===== config.mk =====
export PLATFORM = sky130hd
export DESIGN_NAME = rv_mem_arb
export DESIGN_NICKNAME = d
export VERILOG_FILES = /design/src/rtl/rv_mem_arb.sv
export SDC_FILE = /design/constraint.sdc
export NUM_CORES = 1
export LEC_CHECK = 0
export BUFFER_PORTS_ARGS = -buffer_cell sky130_fd_sc_hd__buf_2
export CORE_AREA = 5 5 104 106
export DETAILED_ROUTE_END_ITERATION = 8
export DIE_AREA = 0 0 109 111
export PLACE_DENSITY = 0.9
export SETUP_SLACK_MARGIN = 0.15
export SLEW_MARGIN = 20
export SYNTH_ARGS = -nofsm -noshare
export SYNTH_HDL_FRONTEND = slang
export SYNTH_SLANG_ARGS = --single-unit

===== constraint.sdc =====
create_clock -name clk -period 1.7 [get_ports clk]
set_input_delay 0.085 -clock clk [delete_from_list [all_inputs] [get_ports clk]]
set_output_delay 0.085 -clock clk [all_outputs]
set_load 0.005 [all_outputs]

===== src/rtl/rv_mem_arb.sv =====
`timescale 1ns/1ps
// rv_mem_arb: shares one memory port between instruction fetch (read-only) and
// the memory-access stage, D-over-I priority bounded by a starvation limit.
module rv_mem_arb #(
  parameter int ADDR_W       = 32,
  parameter int DATA_W       = 32,
  parameter int MAX_D_STREAK = 4
) (
  input  logic                clk,
  input  logic                rst,
  input  logic                i_req,
  input  logic [ADDR_W-1:0]   i_addr,
  input  logic                i_flush,
  output logic                i_rsp_valid,
  output logic [DATA_W-1:0]   i_rdata,
  output logic                i_stall,
  input  logic                d_req,
  input  logic                d_we,
  input  logic [ADDR_W-1:0]   d_addr,
  input  logic [DATA_W-1:0]   d_wdata,
  input  logic [DATA_W/8-1:0] d_be,
  output logic                d_rsp_valid,
  output logic [DATA_W-1:0]   d_rdata,
  output logic                d_stall,
  output logic                mem_req,
  output logic                mem_we,
  output logic [ADDR_W-1:0]   mem_addr,
  output logic [DATA_W-1:0]   mem_wdata,
  output logic [DATA_W/8-1:0] mem_be,
  input  logic                mem_gnt,
  input  logic                mem_rvalid,
  input  logic [DATA_W-1:0]   mem_rdata
);
  localparam int BE_W  = DATA_W / 8;
  localparam int CNT_W = $clog2(MAX_D_STREAK + 1);
  localparam logic [CNT_W-1:0] STREAK_MAX = CNT_W'(MAX_D_STREAK);

  typedef enum logic [1:0] {IDLE, REQ, WAIT} state_t;
  typedef enum logic {OWN_I, OWN_D} owner_t;

  state_t            state_q;
  owner_t            owner_q;
  logic              drop_q;
  logic [CNT_W-1:0]  streak_q;
  logic              mem_req_q;
  logic              mem_we_q;
  logic [ADDR_W-1:0] mem_addr_q;
  logic [DATA_W-1:0] mem_wdata_q;
  logic [BE_W-1:0]   mem_be_q;

  logic streak_full;
  logic grant_i;
  logic grant_d;
  logic done;
  logic flush_hit;

  always_comb begin
    streak_full = (streak_q == STREAK_MAX);
    grant_i     = i_req && (!d_req || streak_full);
    grant_d     = d_req && !grant_i;
    done        = (state_q == WAIT) && mem_rvalid;
    flush_hit   = i_flush && (owner_q == OWN_I) && (state_q != IDLE);
  end

  always_ff @(posedge clk) begin
    if (rst) begin
      state_q     <= IDLE;
      owner_q     <= OWN_I;
      drop_q      <= 1'b0;
      streak_q    <= '0;
      mem_req_q   <= 1'b0;
      mem_we_q    <= 1'b0;
      mem_addr_q  <= '0;
      mem_wdata_q <= '0;
      mem_be_q    <= '0;
    end else begin
      case (state_q)
        IDLE: begin
          if (grant_i) begin
            state_q     <= REQ;
            owner_q     <= OWN_I;
            mem_req_q   <= 1'b1;
            mem_we_q    <= 1'b0;
            mem_addr_q  <= i_addr;
            mem_wdata_q <= '0;
            mem_be_q    <= '0;
            streak_q    <= '0;
          end else if (grant_d) begin
            state_q     <= REQ;
            owner_q     <= OWN_D;
            mem_req_q   <= 1'b1;
            mem_we_q    <= d_we;
            mem_addr_q  <= d_addr;
            mem_wdata_q <= d_wdata;
            mem_be_q    <= d_be;
            // Only D grants that make a waiting fetch wait longer count.
            if (i_req && !streak_full) begin
              streak_q <= streak_q + CNT_W'(1);
            end
          end
        end
        REQ: begin
          if (flush_hit) begin
            drop_q <= 1'b1;
          end
          if (mem_gnt) begin
            state_q   <= WAIT;
            mem_req_q <= 1'b0;
          end
        end
        WAIT: begin
          if (mem_rvalid) begin
            state_q <= IDLE;
            drop_q  <= 1'b0;
          end else if (flush_hit) begin
            drop_q <= 1'b1;
          end
        end
        default: begin
          state_q   <= IDLE;
          mem_req_q <= 1'b0;
          drop_q    <= 1'b0;
        end
      endcase
    end
  end

  // A flush arriving in the completion cycle also discards that response.
  always_comb begin
    i_rsp_valid = done && (owner_q == OWN_I) && !drop_q && !i_flush;
    d_rsp_valid = done && (owner_q == OWN_D);
    i_rdata     = i_rsp_valid ? mem_rdata : '0;
    d_rdata     = (d_rsp_valid && !mem_we_q) ? mem_rdata : '0;
    i_stall     = i_req && !i_rsp_valid;
    d_stall     = d_req && !d_rsp_valid;
  end

  assign mem_req   = mem_req_q;
  assign mem_we    = mem_we_q;
  assign mem_addr  = mem_addr_q;
  assign mem_wdata = mem_wdata_q;
  assign mem_be    = mem_be_q;

endmodule


Word-level counts from Yosys, hierarchy flattened
Cells that the tools add are included.

word-level totals
  output and inout bits = 138
  logic and storage cells = 74
  input bits = 140
  flip-flop bits (word level) = 77

cells by class
  add/sub/neg operators = 1
  reduce and logical (&&, ||, !) cells = 30
  eq/ne operators = 6
  muxes and demuxes = 26
  bitwise gates (word level) = 2

operator list
  cell                   count
  $mux W32               6
  $logic_and A1 B1 Y1    13
  $mux W3                3
  $reduce_and A3 Y1      3
  $logic_not A1 Y1       8
  $mux W1                8
  $mux W2                4
  $mux W4                2
  $pmux W1 S3            2
  $pmux W2 S3            1
  $reduce_bool A2 Y1     3
  $ne A2 B2 Y1 const B   2
  $add A3 B1 Y3 const B  1
  $eq A3 B3 Y1 const B   1
  $ne A3 B3 Y1 const B   1
  $eq A2 B1 Y1 const B   1
  $eq A2 B2 Y1 const B   1
  $logic_not A2 Y1       1
  $not A1 Y1             2
  $reduce_and A2 Y1      1
  $logic_or A1 B1 Y1     1

Depth between registers and ports, before layout
  word-level depth = 8
  mapped depth = 8
  gate-level depth less buffers = 5

Worst setup path after synthesis
No wires, ideal clock.

  path kind = register -> register
  start point = reg state_q[0]
  end point = reg mem_addr_q[22] (netlist: mem_addr[22])
  data required time = 1609 ps
  cell stages (with the launch flop) = 9
  clock period less this slack = 1469 ps
  library setup time = 91 ps
  path buffers = 3
  slack = 231 ps
  data arrival time = 1378 ps
  cell sequence = dfxtp_1 > inv_1 > ha_1 > buf_2 > o21a_1 > buf_2 > buf_4 > nor2_1 > a311oi_1

between the ends
  word-level cells in the longest chain between the ends = 2

ends and longest elaborated chain
  what                         line  source
  start, declared              41    state_t state_q;
  start signal, assigned       67    state_q <= IDLE;
  start signal, assigned       80    state_q <= REQ;
  start signal, assigned       89    state_q <= REQ;
  $logic_not A2 Y1             77    case (state_q)
  $reduce_and A2 Y1 (no line)  n/a
  end signal, assigned         84    mem_addr_q <= i_addr;
  end signal, assigned         93    mem_addr_q <= d_addr;
  end, declared                47    logic [ADDR_W-1:0] mem_addr_q;

Every way passes these cells.
A chain may end at the register's enable or synchronous reset.

Worst setup path in the final report
  start point = reg state_q[1]
  end point = out d_rdata[1]

between the ends
  word-level cells in the longest chain between the ends = 5

ends and longest elaborated chain
  what                 line  source
  $eq A2 B2 Y1         61    done = (state_q == WAIT) && mem_rvalid;
  $logic_and A1 B1 Y1  61
  $logic_and A1 B1 Y1  131   d_rsp_valid = done && (owner_q == OWN_D);
  $logic_and A1 B1 Y1  133   d_rdata = (d_rsp_valid && !mem_we_q) ? mem_rdata : '0;
  $mux W32             133
  end, declared        23    output logic [DATA_W-1:0] d_rdata,

Every way passes these cells.

==> results.ini <==
[power]
p_leak_nw = 3.42
clockPowerShare_pct = 20.0
power_switching_w = 0.00234
vdd_drop_max_uv = 623
p_seq_share_pct = 34.0
powerDensity_nw_per_um2 = 905
intPower_w = 0.00431
combPwrFrac_pct = 46.1
p_sw_share_pct = 35.2

[placed_design]
dp_cells = 861
portBuffers = 277
place.gp.congestion = 0.955
pre_cts_slack_ps = 58.4
dp_hpwl_mm = 10.9

[clock_tree]
clock-root-buffer = clkbuf_8
numClockSinks = 77
htree_levels = 3
numCtsBuffers = 9
path_clk_slew_ps = 100
clk_latency_ps = 360
cts_tree = yes
clk_path_buf_depth = 2

[setup_path]
critPathKind = flop to primary output
arrival_ps = 1800
critical_path_required_ps = 1620
end_kind = primary output
worstPathMaxFanout = 16
cp-start-kind = flop

[drt]
routed-via-count = 5439
drc = 0
wirelength_mm = 20.4
post_drt_wl_per_cell_um = 21.2
final_antenna_net_count = 0
viasPerCell = 5.63
drt_iter0_markers = 478
drtPass1Iterations = 5

[global_routing]
grt_first_pass_wirelength_mm = 27.4
antenna_found_initial = 4
grt_max_degree = 78
grt_pass1_vias = 5101
grt_use_total_pct = 28.7
globalRouteOverflowTotal = 0

[synth]
yosysSeqAreaShare_pct = 39.6
synth_cell_type_count = 33
synth_edf_count = 0
async_flop_share_pct = 0
synth_area_um2 = 3890
synth.avg_cell_area_um2 = 7.98
yosys.area.top_type_share_pct = 39.6
synth_commonest_cells = 77 x dfxtp_1, 65 x and2_1, 42 x a21oi_1, 42 x nand2_1, 37 x o211ai_1
synth_seq_cells = 77
synthCells = 488
post-synth-top-count-cell = dfxtp_1
synth_area_leaders = dfxtp_1 40%, and2_1 10%, a311oi_1 7.9%
yosys_warnings = 0
synth_nets = 634
synthFlopType = dfxtp_1
synth_area_leader_cell = dfxtp_1

[run]
max_cap_viol_count = 0

[sta]
final_max_slew_viol_count = 0
slew_headroom_pct = 68.9
fin_skew_ps = 14.4
tightestPinTransition_ps = 467
worst_slack_ps = -187
finalCritPeriodShare_pct = 111
rsz0062_at_grt = true
finalSetupViolations = 126
fmax_mhz = 530
min_period_ps = 1890
whs_ps = 13.4
hold_viol = 0

[cells_and_area]
finalNonFillerCells = 966
syn2layout_area_growth_pct = 88.7
drive_above_1_share_pct = 53.1
nets = 973

[run_status]
violations = negative setup slack
run_status = finished with violations

[floorplan]
ios = 278
core_um2 = 9680
die-height_um = 111
initial_core_util_pct = 40.2
die-area_um2 = 12100
rows = 36
dieWidth_um = 109

[hold_path]
hp-class = input pin to flop

sequential cells by signal (all words and copies together), names as in the netlist:
signal,count
drop_q,1
mem_addr,32
mem_be,4
mem_req,1
mem_wdata,32
mem_we,1
streak_q,3
state_q,2
owner_q,1
final timing paths:
| path | endpoint | cells past startpoint | start | slack [ps] |
|---|---|---|---|---|
| setup / recovery | d_rdata[1] | 7 | state_q[1] | -190 |
| hold / removal | mem_wdata[30] | 3 | d_wdata[30] | 10 |
| setup reg to reg | mem_wdata[0] | 11 | state_q[0] | -170 |
| hold reg to reg | mem_wdata[10] | 2 | mem_wdata[10] | 460 |
placed cells by master (no fill, tap or decap), types with 13 or more instances in the layout:
master	n
buf_2	261
dfxtp_1	73
and2_1	44
a21oi_1	41
nand2_1	40
o211ai_1	37
buf_6	36
dlygate4sd3_1	33
nand3_1	32
a311oi_2	26
nor2_1	25
and2_4	21
o21ai_0	21
buf_12	15
buf_4	15
o21ai_1	13
buf_16	13
metal layers:
layer	wire length (µm)	track usage, %
met5	35	0
met4	746	10.2
met3	2180	8.50
met2	10200	47.6
met1	7330	34.9
cell type report:
| class | instances | area [µm²] |
|---|---|---|
| Multi-Input combinational cell | 350 | 2420 |
| Tap cell | 133 | 166 |
| Antenna cell | 1 | 2.50 |
| Inverter | 8 | 30.0 |
| Timing Repair Buffer | 381 | 3000 |
| Fill cell | 669 | 2340 |
| Clock inverter | 7 | 57.6 |
| Clock buffer | 9 | 124 |
| Sequential cell | 77 | 1550 |
logic make-up (layout without fill, tap and decap cells):
group                      Yosys count  count (layout)  share of synthesized area, %
and+or+nand+nor                    187             187                          24.2
other                                0               1                             0
adders and majority gates            6               6                          1.93
DFF                                 77              77                          39.6
buffers and inverters               61             405                          7.42
AOI/OAI and AO/OA                  157             157                          26.9
metrics by stage:
step / power, W / utilization, % / setup TNS [ps] / instance area (µm²)
finish: 0.00665 / 75.9 / -12080 / 7350
global route: 0.00694 / 75.9 / -22430 / 7350
CTS: 0.00605 / 69.3 / -7120 / 6710
detailed placement: 0.00386 / 56.1 / 0 / 5440
global placement: 0.00383 / 56.1 / 0 / 5440
floorplan: 0.00313 / - / 0 / 3890
repair_timing:
action	in CTS	in global routing
resized for setup	52	79
endpoints found under the setup margin	99	141
buffers inserted	20	13
hold buffers	32	1
endpoints found under the hold margin	27	1
pin swaps	75	91
gates cloned	14	8
power by group through the flow:
stage               clock (W)  combinational (W)  sequential, W
finish                0.00133            0.00306        0.00226
floorplan                   0           0.000852        0.00228
CTS                   0.00135            0.00248        0.00222
global route          0.00142            0.00324        0.00229
detailed placement          0            0.00160        0.00226
global placement            0            0.00157        0.00226
critical path: stages (launching register included):
cell       delay, ps
dfxtp_2          390
ha_4             170
buf_6            110
nand3_4           90
nor2_4           220
clkbuf_16        210
and2_1           140
buf_2            120
Power figures use the tool's default switching activity.
